==> src/rtl/wide_add_seq_pkg.sv <==
// Shared definitions for wide_add_seq: FSM state encodings and default width constants.
package wide_add_seq_pkg;

    localparam int WA_WIDTH_DEF = 64;
    localparam int WA_SLICE_DEF = 16;

    typedef enum logic [1:0] {
        WA_IDLE = 2'd0,
        WA_RUN  = 2'd1,
        WA_DONE = 2'd2
    } wa_state_t;

endpackage

==> src/rtl/wide_add_seq_cla_slice.sv <==
// cla_slice: combinational SLICE-bit carry-lookahead adder built from 4-bit CLA groups.
module cla_slice #(
    parameter int SLICE = 16
) (
    input  logic [SLICE-1:0] a,
    input  logic [SLICE-1:0] b,
    input  logic             cin,
    output logic [SLICE-1:0] s,
    output logic             cout
);

    localparam int NG = SLICE / 4;

    // gc[k] is the carry into group k; groups chain through their generate/propagate pair.
    logic [NG:0] gc;

    assign gc[0] = cin;

    for (genvar k = 0; k < NG; k++) begin : g_grp
        logic [3:0] g;
        logic [3:0] p;
        logic [3:0] c;
        logic       grp_g;
        logic       grp_p;

        assign g = a[4*k +: 4] & b[4*k +: 4];
        assign p = a[4*k +: 4] ^ b[4*k +: 4];

        assign c[0] = gc[k];
        assign c[1] = g[0] | (p[0] & gc[k]);
        assign c[2] = g[1] | (p[1] & g[0]) | (p[1] & p[0] & gc[k]);
        assign c[3] = g[2] | (p[2] & g[1]) | (p[2] & p[1] & g[0])
                    | (p[2] & p[1] & p[0] & gc[k]);

        assign grp_g = g[3] | (p[3] & g[2]) | (p[3] & p[2] & g[1])
                     | (p[3] & p[2] & p[1] & g[0]);
        assign grp_p = &p;

        assign gc[k+1]    = grp_g | (grp_p & gc[k]);
        assign s[4*k +: 4] = p ^ c;
    end

    assign cout = gc[NG];

endmodule

==> src/rtl/wide_add_seq.sv <==
// Multi-cycle wide adder/subtractor: one SLICE-bit CLA slice per cycle, LS slice first.
// Optional signed-overflow output enabled by defining WIDE_ADD_OVF_EN.
module wide_add_seq
    import wide_add_seq_pkg::*;
#(
    parameter int WIDTH = WA_WIDTH_DEF,
    parameter int SLICE = WA_SLICE_DEF
) (
    input  logic             clk,
    input  logic             rst,
    input  logic             in_valid,
    output logic             in_ready,
    input  logic [WIDTH-1:0] a,
    input  logic [WIDTH-1:0] b,
    input  logic             cin,
    input  logic             sub,
    output logic             out_valid,
    input  logic             out_ready,
    output logic [WIDTH-1:0] sum,
    output logic             cout
`ifdef WIDE_ADD_OVF_EN
    ,
    output logic             ovf
`endif
);

    localparam int NS   = WIDTH / SLICE;
    localparam int IDXW = (NS > 1) ? $clog2(NS) : 1;

    // Handshake: a transfer happens on a rising edge where valid and ready are both 1.
    // in_ready is high only in IDLE; out_valid is high only in DONE.

    wa_state_t        state;
    wa_state_t        state_next;
    logic [IDXW-1:0]  idx;
    logic             carry;
    logic [WIDTH-1:0] op_a;
    logic [WIDTH-1:0] op_b;
    logic [SLICE-1:0] slice_s;
    logic             slice_c;
    logic             last;

    assign last = (idx == IDXW'(NS - 1));

    cla_slice #(
        .SLICE (SLICE)
    ) u_slice (
        .a    (op_a[idx*SLICE +: SLICE]),
        .b    (op_b[idx*SLICE +: SLICE]),
        .cin  (carry),
        .s    (slice_s),
        .cout (slice_c)
    );

    always_comb begin
        state_next = state;
        in_ready   = 1'b0;
        out_valid  = 1'b0;
        case (state)
            WA_IDLE: begin
                in_ready = 1'b1;
                if (in_valid) state_next = WA_RUN;
            end
            WA_RUN: begin
                if (last) state_next = WA_DONE;
            end
            WA_DONE: begin
                out_valid = 1'b1;
                if (out_ready) state_next = WA_IDLE;
            end
            default: state_next = WA_IDLE;
        endcase
    end

    always_ff @(posedge clk) begin
        if (rst) begin
            state <= WA_IDLE;
            idx   <= '0;
            carry <= 1'b0;
            op_a  <= '0;
            op_b  <= '0;
            sum   <= '0;
            cout  <= 1'b0;
`ifdef WIDE_ADD_OVF_EN
            ovf   <= 1'b0;
`endif
        end else begin
            state <= state_next;
            case (state)
                WA_IDLE: begin
                    if (in_valid) begin
                        // Subtraction is a + ~b + 1, so the incoming cin is dropped.
                        op_a  <= a;
                        op_b  <= sub ? ~b : b;
                        carry <= sub ? 1'b1 : cin;
                        sum   <= '0;
                        idx   <= '0;
                    end
                end
                WA_RUN: begin
                    sum[idx*SLICE +: SLICE] <= slice_s;
                    carry                   <= slice_c;
                    if (last) begin
                        cout <= slice_c;
`ifdef WIDE_ADD_OVF_EN
                        ovf  <= (op_a[WIDTH-1] == op_b[WIDTH-1]) &
                                (slice_s[SLICE-1] != op_a[WIDTH-1]);
`endif
                    end else begin
                        idx <= idx + IDXW'(1);
                    end
                end
                default: ;
            endcase
        end
    end

endmodule

==> config.mk <==
export PLATFORM = sky130hd
export DESIGN_NAME = wide_add_seq
export DESIGN_NICKNAME = d
export VERILOG_FILES = /design/src/rtl/wide_add_seq_pkg.sv /design/src/rtl/wide_add_seq_cla_slice.sv /design/src/rtl/wide_add_seq.sv
export SDC_FILE = /design/constraint.sdc
export NUM_CORES = 1
export LEC_CHECK = 0
export CAP_MARGIN = 20
export CORE_MARGIN = 5
export CORE_UTILIZATION = 30
export DETAILED_ROUTE_END_ITERATION = 8
export PLACE_DENSITY = 0.55
export SLEW_MARGIN = 5
export SYNTH_ARGS = -nofsm -noshare
export SYNTH_HDL_FRONTEND = slang
export SYNTH_SLANG_ARGS = --single-unit
==> constraint.sdc <==
create_clock -name clk -period 7.5 [get_ports clk]
set_input_delay 1.5 -clock clk [delete_from_list [all_inputs] [get_ports clk]]
set_output_delay 1.5 -clock clk [all_outputs]
set_load 0.01 [all_outputs]
* After elaboration in Yosys (flattened, before gate mapping)
Index checks and enable logic that the tools add are counted.
** Operators by class
- $add $sub $neg :: 2
- Equal/unequal tests :: 7
- Shifts and indexed selects :: 4
- Mux-type cells :: 16
- Bitwise gates (word level) :: 113
- Reductions and logical operators :: 11
** Operators with widths (number)
- 64-bit 2-to-1 mux :: 2
- 64-bit one-hot mux with 2 select lines :: 1
- 64-bit by 7-bit indexed part select with 16-bit output :: 2
- 64-bit bitwise mux :: 1
- 64-bit inverter :: 1
- 16-bit by 34-bit variable shift with 64-bit output, first input constant :: 1
- 16-bit by 34-bit indexed part select with 64-bit output :: 1
- 1-bit bitwise AND :: 60
- 1-bit bitwise OR :: 40
- 6-bit negator with 34-bit output :: 1
- 4-bit bitwise XOR :: 8
- 4-bit bitwise AND :: 4
- 4-bit AND reduction :: 4
- 2-bit 2-to-1 mux :: 5
- 2-bit inequality test, second input constant :: 4
- 2-bit one-hot mux with 3 select lines :: 1
- 2-bit AND reduction :: 3
- 3-bit AND reduction :: 2
- 2-bit equality test, second input constant :: 2
- 1-bit 2-to-1 mux :: 4
- 2-bit one-hot mux with 2 select lines :: 1
- 2-bit by 1-bit adder with 2-bit output, second input constant :: 1
- 2-bit by 1-bit equality test with 1-bit output, second input constant :: 1
- 2-bit logical NOT :: 1
- other kinds (2) :: 2
** Word-level totals
- Flip-flop bits (word level) :: 198
- Input bits :: 134
- Output and inout bits :: 67
- Logic and storage cells :: 160

* Longest topological paths before layout
Gate-level depths: netlist of the first run.
- Word-level depth :: 17
- Gate-level depth with buffers :: 12
- Depth with buffers taken out :: 10

* Modules after synthesis
From an unflattened synthesis of the first run, not the netlist that was laid out.
** Second synthesis, totals
- Cells, all modules :: 876
- Area total of the unflattened synthesis :: 8717.1 um2
** Modules (own cells, without submodules)
- wide_add_seq :: instances 1, cells an instance 797, area each 8031.5 um2, sequential area each 3963.8 um2
- cla_slice :: instances 1, cells an instance 79, area each 685.7 um2, sequential area each 0.0 um2

* Least setup slack after synthesis of the first run
No wires, ideal clock.
- Path kind :: register to register
- Start point :: register idx[0]
- End point :: register sum[13]
- Library setup time :: 0.128 ns
- Arrival time :: 3.167 ns
- Data required time :: 7.372 ns
- Path slack :: 4.206 ns
- Stages on the path, launching flop included :: 13
- Path buffers :: 2
- Period minus slack after synthesis :: 3.294 ns
- Path through :: dfxtp_1 -> buf_2 -> buf_2 -> mux4_2 -> ha_1 -> o21ai_0 -> o21ai_1 -> a21oi_2 -> a31oi_4 -> fa_1 -> xor2_1 -> a22oi_1 -> nor2_1
** Between the ends
- Cells in the longest elaborated chain, start to end :: 17
- Elaborated cells on any way between the ends :: 112
- Those cells by class :: 1 x add/sub; 4 x shift; 2 x mux; 102 x bitwise; 3 x reduce/logical
** Ends and longest elaborated chain
- from (decl) :: line wide_add_seq.sv:35 : logic [IDXW-1:0] idx;
- from (signal assigned) :: line wide_add_seq.sv:110 : idx <= idx + IDXW'(1);
- 64-bit by 7-bit indexed part select with 16-bit output, on equally long branches :: line wide_add_seq.sv:48, wide_add_seq.sv:49
- 4-bit bitwise XOR or 4-bit bitwise AND (tied branches) :: line wide_add_seq_cla_slice.sv:27, wide_add_seq_cla_slice.sv:26
- 1-bit bitwise AND, on equally long branches :: line wide_add_seq_cla_slice.sv:35, wide_add_seq_cla_slice.sv:36
- 1-bit bitwise OR, or another cell as far along :: line wide_add_seq_cla_slice.sv:35 : assign grp_g = g[3] | (p[3] & g[2]) | (p[3] & p[2] & g[1])
- 1-bit bitwise OR or 1-bit bitwise AND (tied branches) :: line wide_add_seq_cla_slice.sv:35, wide_add_seq_cla_slice.sv:36
- 1-bit bitwise OR :: line wide_add_seq_cla_slice.sv:36 : | (p[3] & p[2] & p[1] & g[0]);
- 1-bit bitwise OR :: line wide_add_seq_cla_slice.sv:39 : assign gc[k+1] = grp_g | (grp_p & gc[k]);
- 1-bit bitwise AND :: line wide_add_seq_cla_slice.sv:39
- 1-bit bitwise OR :: line wide_add_seq_cla_slice.sv:39
- 1-bit bitwise AND :: line wide_add_seq_cla_slice.sv:39
- 1-bit bitwise OR :: line wide_add_seq_cla_slice.sv:39
- 1-bit bitwise AND, on equally long branches :: line wide_add_seq_cla_slice.sv:30, wide_add_seq_cla_slice.sv:31, wide_add_seq_cla_slice.sv:33
- 1-bit bitwise OR, on equally long branches :: line wide_add_seq_cla_slice.sv:30, wide_add_seq_cla_slice.sv:31, wide_add_seq_cla_slice.sv:33
- 4-bit bitwise XOR :: line wide_add_seq_cla_slice.sv:40 : assign s[4*k +: 4] = p ^ c;
- 16-bit by 34-bit indexed part select with 64-bit output :: line wide_add_seq.sv:101 : sum[idx*SLICE +: SLICE] <= slice_s;
- 64-bit bitwise mux * :: line wide_add_seq.sv:101
- 64-bit one-hot mux with 2 select lines * :: line wide_add_seq.sv:89 : case (state)
- to (signal, indexed assignment) :: line wide_add_seq.sv:101
- to (decl) :: line wide_add_seq.sv:19 : output logic [WIDTH-1:0] sum,
Every way passes the cells marked *; elsewhere a longest branch is shown, timed or not.
A chain may end at the register's enable or synchronous reset.

* Final worst setup path of the first run
- Start point :: register idx[0]
- End point :: register sum[29]
Same word-level chain as after synthesis.

==> results.cfg, run 1 <==
[cts]
cts_max_level = 4
ctsHoldBuffers = 0
clk_pin_slew_worst_paths_ns = 0.08
cts_buffer_depth = 2
cts_root_buffer = clkbuf_16
cts_setup_buffers = 0
ctsResizeCount = 0
cts_tree = yes
clock-sinks = 198
clk_latency_ns = 0.44
numCtsBuffers = 17

[die]
dieArea_sq_mm = 0.0326
core_region_area_sq_mm = 0.0287
die_w_um = 181
io_pins = 201
num_rows = 62
start_util = 0.304
die_y_um = 181

[timing]
fin_setup_tns_ns = 0
rsz0062_at_grt = no
fin_worst_skew_ns = 0.0115
relSlewSlack = 0.328
fmax_ghz = 0.249
hold_viol_final = 0
period_minus_slack_ns = 4.01
finalSetupViolCount = 0
setup_slack_ns = 3.49
worst_hold_slack_ns = 0.454
worst_pin_slew_ns = 1.01
min_period_over_period = 0.535
drv_slew = 0

[global_routing]
grt_pass1_wl_mm = 40.8
grt_max_degree = 151
grt_pass1_vias = 7065
overflow = 0
grt_usage = 0.159
antenna_found_initial = 1

[synth]
synthFlopType = dfxtp_1
synth_warnings = 0
synth_largest_area_cell = dfxtp_1
yosys-top-cells-count = dfxtp_1 (198), nand2_1 (138), nor2_1 (116)
synth_cell_types = 39
synthArstFlopShare = 0
synth_top_cell_area_share = 0.454
synth_nets = 1084
synth_area_per_cell_sq_um = 9.43
seq_area_frac_synth = 0.454
synth_area_leaders = dfxtp_1 (45%), mux4_2 (8.3%), xnor2_1 (6.8%)
syn_inst = 926
synth_edf_count = 0
ys_ff_latch = 198
yosysMostFrequentCell = dfxtp_1
synth_area_sq_mm = 0.00873

[critical_path]
cp_max_fo = 23
crit_chain = buf_4 -> mux4_2 -> ha_1 -> a211oi_2 -> o21ai_1 -> a21oi_2 -> a31oi_4 -> fa_1 -> xor2_1 -> a22oi_1 -> nor2_1
startpoint_type = flip-flop
timing.rr.end = sum[29]
critPathMaxStageDelay_ns = 0.74
r2r_cells = 11
r2r_slack_ns = 3.49
critPathKind = flip-flop to flip-flop
crit_required_ns = 7.87
cp.buffers_inverters = 1
cp_num_cells = 11
crit_family = compound AO/OA/AOI/OAI gates
slowest_stage = dfxtp_2
cp.arrival_ns = 4.38
cp-end-kind = flip-flop
r2r-start = idx[0]

[routing]
drc = 0
drt-pass1-iter-count = 5
drtIter0Drc = 357
wl_mm = 26.3
num_vias = 7086
ant_nets = 0
vias_per_cell = 4.80
wl_per_cell_um = 17.8

[worst_hold_path]
min_from = op_a[44]
hold_path.class = flip-flop to flip-flop
whs_path_depth = 2
min_to = op_a[44]

[cells_and_area]
fin_util = 0.403
fill_cells = 2896
design_area_sq_mm = 0.0116
drive_gt1_frac = 0.0788
nets = 1237
num_antenna_cells = 0
multi_input_area_sq_mm = 0.00446
layout.cells.non_filler = 1476
syn2layout_area_growth_pct = 32.5
regArea_sq_mm = 0.00397

[placed_design]
io_buffers = 200
place_inst = 1444
placed_cell_area_sq_mm = 0.0110
hpwl_mm = 19.3
gp_congestion = 0.764
post-place-ws_ns = 3.35

[pwr]
power_mw = 2.48
ir_drop_mv = 0.147
pwr_density_cell_mw_per_mm2 = 214
p_leak_nw = 4.14

[job]
drv_cap = 0

[outcome]
outcome = finished clean
## layout by cell type, fill, tap and decap left out, types with 2 or more instances in the layout
cell type	instances
clkdlybuf4s50_1	198
dfxtp_1	196
nand2_1	138
nor2_1	115
a21oi_1	79
xnor2_1	68
a211oi_1	68
a22oi_1	41
mux4_2	32
a22o_1	23
ha_1	20
clkbuf_16	17
nor2b_1	10
inv_1	7
xor2_1	7
buf_4	7
a21o_1	6
inv_6	6
o21ai_0	5
nand2b_1	5
fa_1	4
clkinv_4	4
nor3_1	3
o21bai_1	3
a21o_2	3
and3_1	2
clkinv_2	2
clkinv_8	2
dfxtp_2	2
## worst max-delay path by stage
stage               slack (ns)     start  endpoint
detailed placement        3.35  in_valid    idx[1]
CTS                       3.41    idx[0]   sum[29]
finish                    3.49    idx[0]   sum[29]
floorplan                 4.21    idx[0]   sum[13]
global route              3.18    idx[0]   sum[29]
global placement          3.37  in_valid    idx[0]
## kinds of logic (layout without fill, tap and decap cells)
group	after synthesis	count (layout)	synth area share
mux	33	33	0.0837
fa+ha+maj	24	24	0.0378
flops	198	198	0.454
simple gates	280	280	0.128
buf+inv	80	246	0.0365
compound gates	236	236	0.185
xor+xnor	75	75	0.0752
## cell type report
| class | count | area share |
|---|---|---|
| sequential | 198 | 0.343 |
| multi-input combinational | 648 | 0.386 |
| clock buffer | 17 | 0.0368 |
| tap | 384 | 0.0415 |
| timing repair buffer | 207 | 0.179 |
| inverter | 7 | 0.00227 |
| clock inverter | 15 | 0.0122 |
## state kept, by name, indices dropped and copies added, names as in the netlist
signal and flops:
sum 64, op_b 64, carry 1, idx 2, state 2, op_a 64
cout 1
## per-layer routing
layer	track usage	share of wire
met1	0.207	0.44
met2	0.269	0.50
met3	0.0323	0.045
met4	0.0426	0.012
met5	0	0.00049
## power by group
| part | total [mW] | leakage (nW) | switching (mW) | internal (mW) |
|---|---|---|---|---|
| Sequential | 1.15 | 1.62 | 0.0377 | 1.11 |
| Clock | 0.889 | 0.281 | 0.449 | 0.440 |
| Combinational | 0.439 | 2.24 | 0.236 | 0.203 |
## tightest hold or removal path, stage by stage (launching register included)
cell,delay (ns)
dfxtp_1,0.31
nand2_1,0.05
a21oi_1,0.05
No activity file was read; power rests on OpenSTA's default activity.
==> inputs of run 2 (changes only) <==
Settings changed: PLACE_DENSITY 0.55 to 0.57.
Clock period 7.5 ns to 3.3 ns, I/O delays scaled along.
==> results.cfg, run 2 (synthesized netlist as in run 1, its figures left out) <==
[cts]
ctsHoldBuffers = 0
clock-sinks = 198
clk_latency_ns = 0.44
clk_pin_slew_worst_paths_ns = 0.08
cts_tree = yes
numCtsBuffers = 17
cts_max_level = 4
cts_buffer_depth = 2
cts_root_buffer = clkbuf_16

[timing]
finalSetupViolCount = 0
drv_slew = 0
relSlewSlack = 0.465
hold_viol_final = 0
min_period_over_period = 0.960
fin_worst_skew_ns = 0.0106
fmax_ghz = 0.316
worst_pin_slew_ns = 0.803
rsz0062_at_grt = no
period_minus_slack_ns = 3.17

[placed_design]
place_inst = 1461
gp_congestion = 0.860
io_buffers = 200
hpwl_mm = 19.9

[routing]
vias_per_cell = 4.79
drt-pass1-iter-count = 5
num_vias = 7167
drc = 0
ant_nets = 0
wl_mm = 26.3
drtIter0Drc = 487
wl_per_cell_um = 17.6

[critical_path]
crit_required_ns = 3.61
cp.arrival_ns = 3.48
cp-end-kind = flip-flop
timing.rr.end = sum[61]
r2r_slack_ns = 0.13
startpoint_type = flip-flop
r2r_cells = 11
critPathKind = flip-flop to flip-flop
r2r-start = idx[0]
cp_max_fo = 7

[worst_hold_path]
min_from = op_a[47]
whs_path_depth = 2
min_to = op_a[47]
hold_path.class = flip-flop to flip-flop

[global_routing]
grt_pass1_wl_mm = 40.8
grt_max_degree = 68
grt_pass1_vias = 7143
antenna_found_initial = 1
grt_usage = 0.158
overflow = 0

[die]
num_rows = 62
dieArea_sq_mm = 0.0326
io_pins = 201
die_w_um = 181
die_y_um = 181
start_util = 0.304
core_region_area_sq_mm = 0.0287

[pwr]
power_mw = 5.72
ir_drop_mv = 0.380
pwr_density_cell_mw_per_mm2 = 482
p_leak_nw = 4.24

[cells_and_area]
syn2layout_area_growth_pct = 35.9
final_cell_mix = clkdlybuf4s50_1 (198), dfxtp_1 (196), nand2_1 (138), nor2_1 (114), a21oi_1 (79)
final_common_cell = clkdlybuf4s50_1
layout.cells.non_filler = 1496
drive_gt1_frac = 0.103
nets = 1256
fill_cells = 2878
top_regs = op_a: 64 flops, op_b: 64 flops, sum: 64 flops

[job]
drv_cap = 0

[outcome]
outcome = finished clean
## run 2: cell types whose count changed in the layout (fill, tap and decap cells not counted), sizes merged
cell	previous run	this run
buf	9	28
clkinv	8	4
clkinvlp	0	4
bufinv	0	1
diode	0	1
inv	14	13
## run 2: cell type report
class / instances / area (sq um) / share of cell area
Timing Repair Buffer: 226 / 2270 / 0.192
Inverter: 7 / 26.3 / 0.00221
Clock buffer: 17 / 425 / 0.0358
Sequential cell: 198 / 3970 / 0.334
Multi-Input combinational cell: 648 / 4550 / 0.383
Antenna cell: 1 / 2.50 / 0.000211
Clock inverter: 15 / 143 / 0.0120
Tap cell: 384 / 480 / 0.0405
## run 2: per-layer routing
layer  up-vias  GRT usage  share of wire
li1       3598          -              -
met1      3346      0.208           0.45
met2       198      0.260           0.48
met3        25     0.0345          0.051
met4         0     0.0517          0.018
met5         -          0              0
## run 2: how the worst max path moves through the flow
stage                       from      end  slack, ns
after global placement    idx[0]  sum[29]       0.03
after CTS                 idx[0]  sum[29]      0.009
after global routing      idx[0]  sum[13]       0.01
final                     idx[0]  sum[61]       0.13
after floorplan           idx[0]  sum[29]      0.006
after detailed placement  idx[0]  sum[29]      -0.05
## run 2: what timing repair did
item                       CTS  global route
gates resized for setup      2            15
setup endpoints to repair    6            23
buffers inserted             0             2
pin swaps                    0             4
## run 2: through the flow
step                area, sq um  utilization  setup WS (ns)  hold slack [ns]  TNS [ns]
floorplan                  8730            -        0.00579            0.433         0
global placement          11200        0.390         0.0300            0.442         0
detailed placement        11200        0.390        -0.0526            0.446    -0.110
CTS                       11800        0.410        0.00854            0.458         0
global route              11900        0.414         0.0119            0.475         0
finish                    11900        0.414          0.133            0.456         0
## run 2: critical path, cell delays in order, from the launching register on
cell	delay, ns
dfxtp_4	0.41
buf_12	0.14
mux4_2	0.51
ha_1	0.31
a211oi_2	0.24
o21ai_1	0.13
a21oi_2	0.24
a31oi_4	0.15
fa_2	0.45
xor2_4	0.21
a22oi_1	0.19
nor2_1	0.05
## run 2: power by group
group	switching, mW	internal [mW]	leakage [nW]
clock network	0.982	1.06	0.269
registers	0.0855	2.52	1.62
logic	0.564	0.508	2.35
total	1.63	4.09	4.24
==> inputs of run 3 (changes only) <==
Settings changed: GPL_ROUTABILITY_DRIVEN set to 0, PLACE_DENSITY 0.57 to 0.55.
Clock period 3.3 ns to 3.1 ns, I/O delays scaled along.
==> results.cfg, run 3 (synthesized netlist as in run 1, its figures left out) <==
[outcome]
outcome = finished clean

[cells_and_area]
final_cell_mix = clkdlybuf4s50_1 (198), dfxtp_1 (196), nand2_1 (138), nor2_1 (113), a21oi_1 (79)
syn2layout_area_growth_pct = 39.2
fill_cells = 2849
drive_gt1_frac = 0.131
regArea_sq_mm = 0.00397
top_regs = op_a: 64 flops, op_b: 64 flops, sum: 64 flops
nets = 1276
design_area_sq_mm = 0.0122
final_common_cell = clkdlybuf4s50_1
multi_input_area_sq_mm = 0.00466
num_antenna_cells = 0

[routing]
wl_mm = 26.8
drc = 0
drtIter0Drc = 469
ant_nets = 0
wl_per_cell_um = 17.7
drt-pass1-iter-count = 4
num_vias = 7348
vias_per_cell = 4.85

[cts]
clk_pin_slew_worst_paths_ns = 0.07
clk_latency_ns = 0.44
cts_buffer_depth = 2
clock-sinks = 198
numCtsBuffers = 17
cts_root_buffer = clkbuf_16
ctsHoldBuffers = 0
cts_max_level = 4
cts_tree = yes

[placed_design]
post-place-ws_ns = -0.182
io_buffers = 200
placed_cell_area_sq_mm = 0.0113
hpwl_mm = 20.1

[critical_path]
startpoint_type = flip-flop
cp_max_fo = 7
cp.buffers_inverters = 3
cpMostUsedCell = buf_4
cp.arrival_ns = 3.35
critPathMaxStageDelay_ns = 0.55
crit_family = multiplexers
cp-end-kind = flip-flop
slowest_stage = mux4_2
critPathKind = flip-flop to flip-flop
crit_chain = clkbuf_16 -> mux4_2 -> ha_4 -> nand2_1 -> nor3_2 -> a21oi_2 -> a31oi_4 -> buf_4 -> mux2i_1 -> xor2_1 -> buf_4 -> a22o_1
crit_required_ns = 3.43

[die]
num_rows = 62
core_region_area_sq_mm = 0.0287
io_pins = 201
die_y_um = 181
dieArea_sq_mm = 0.0326
start_util = 0.304
die_w_um = 181

[timing]
worst_pin_slew_ns = 0.666
fmax_ghz = 0.331
min_period_over_period = 0.973
drv_slew = 0
finalSetupViolCount = 0
setup_slack_ns = 0.0823
period_minus_slack_ns = 3.02
relSlewSlack = 0.556
fin_worst_skew_ns = 0.0139
rsz0062_at_grt = yes
hold_viol_final = 0

[global_routing]
overflow = 0
grt_usage = 0.159
grt_max_degree = 85
grt_pass1_vias = 7164
antenna_found_initial = 1
grt_pass1_wl_mm = 40.5

[pwr]
pwr_density_cell_mw_per_mm2 = 513
ir_drop_mv = 0.389
power_mw = 6.23
p_leak_nw = 4.37

[worst_hold_path]
hold_path.class = flip-flop to flip-flop

[job]
drv_cap = 0
run 3: cell type report:
cell class | count | area share
multi-input cells | 648 | 0.384
flip-flops and latches | 198 | 0.327
repair buffers | 246 | 0.200
clock buffers | 17 | 0.0350
well taps | 384 | 0.0395
inverters | 7 | 0.00216
clock inverters | 15 | 0.0132
run 3: worst reg2reg max path, stage by stage (launching register included):
cell and delay (ns):
dfxtp_4 0.44, clkbuf_16 0.19, mux4_2 0.55, ha_4 0.32, nand2_1 0.08, nor3_2 0.18
a21oi_2 0.11, a31oi_4 0.23, buf_4 0.17, mux2i_1 0.21, xor2_1 0.09, buf_4 0.15
a22o_1 0.22
run 3: timing repair:
action / 4_1_cts / 5_1_grt
setup endpoints to repair: 17 / 33
gates resized for setup: 4 / 30
pin swaps: 2 / 8
buffers inserted: 1 / 3
cloned: 0 / 1
run 3: metrics by stage:
| step | setup TNS, ns | hold slack [ns] | cells | utilization |
|---|---|---|---|---|
| final | 0 | 0.457 | 1515 | 0.423 |
| after global routing | -0.353 | 0.472 | 1515 | 0.423 |
| after CTS | 0 | 0.457 | 1511 | 0.415 |
| after detailed placement | -1.21 | 0.447 | 1478 | 0.394 |
| after global placement | -0.537 | 0.442 | 1478 | 0.394 |
| after floorplan | 0 | 0.433 | 926 | - |
run 3: where the power goes:
part	switching [mW]	internal (mW)
logic	0.618	0.600
clock network	1.09	1.15
registers	0.0939	2.68
run 3: final timing paths:
kind	start	end	slack, ns	cells past startpoint
setup reg to reg	idx[0]	sum[47]	0.08	12
hold / removal	op_a[61]	op_a[61]	0.46	2
hold reg to reg	op_a[61]	op_a[61]	0.46	2
setup / recovery	idx[0]	sum[47]	0.08	12
run 3: routing by layer:
| metal | vias to the layer above | wire length (um) | GRT usage |
|---|---|---|---|
| met5 | - | 13 | 0 |
| met4 | 2 | 665 | 0.0563 |
| met3 | 39 | 1340 | 0.0357 |
| met2 | 202 | 13100 | 0.263 |
| met1 | 3463 | 11700 | 0.204 |
| li1 | 3642 | - | - |
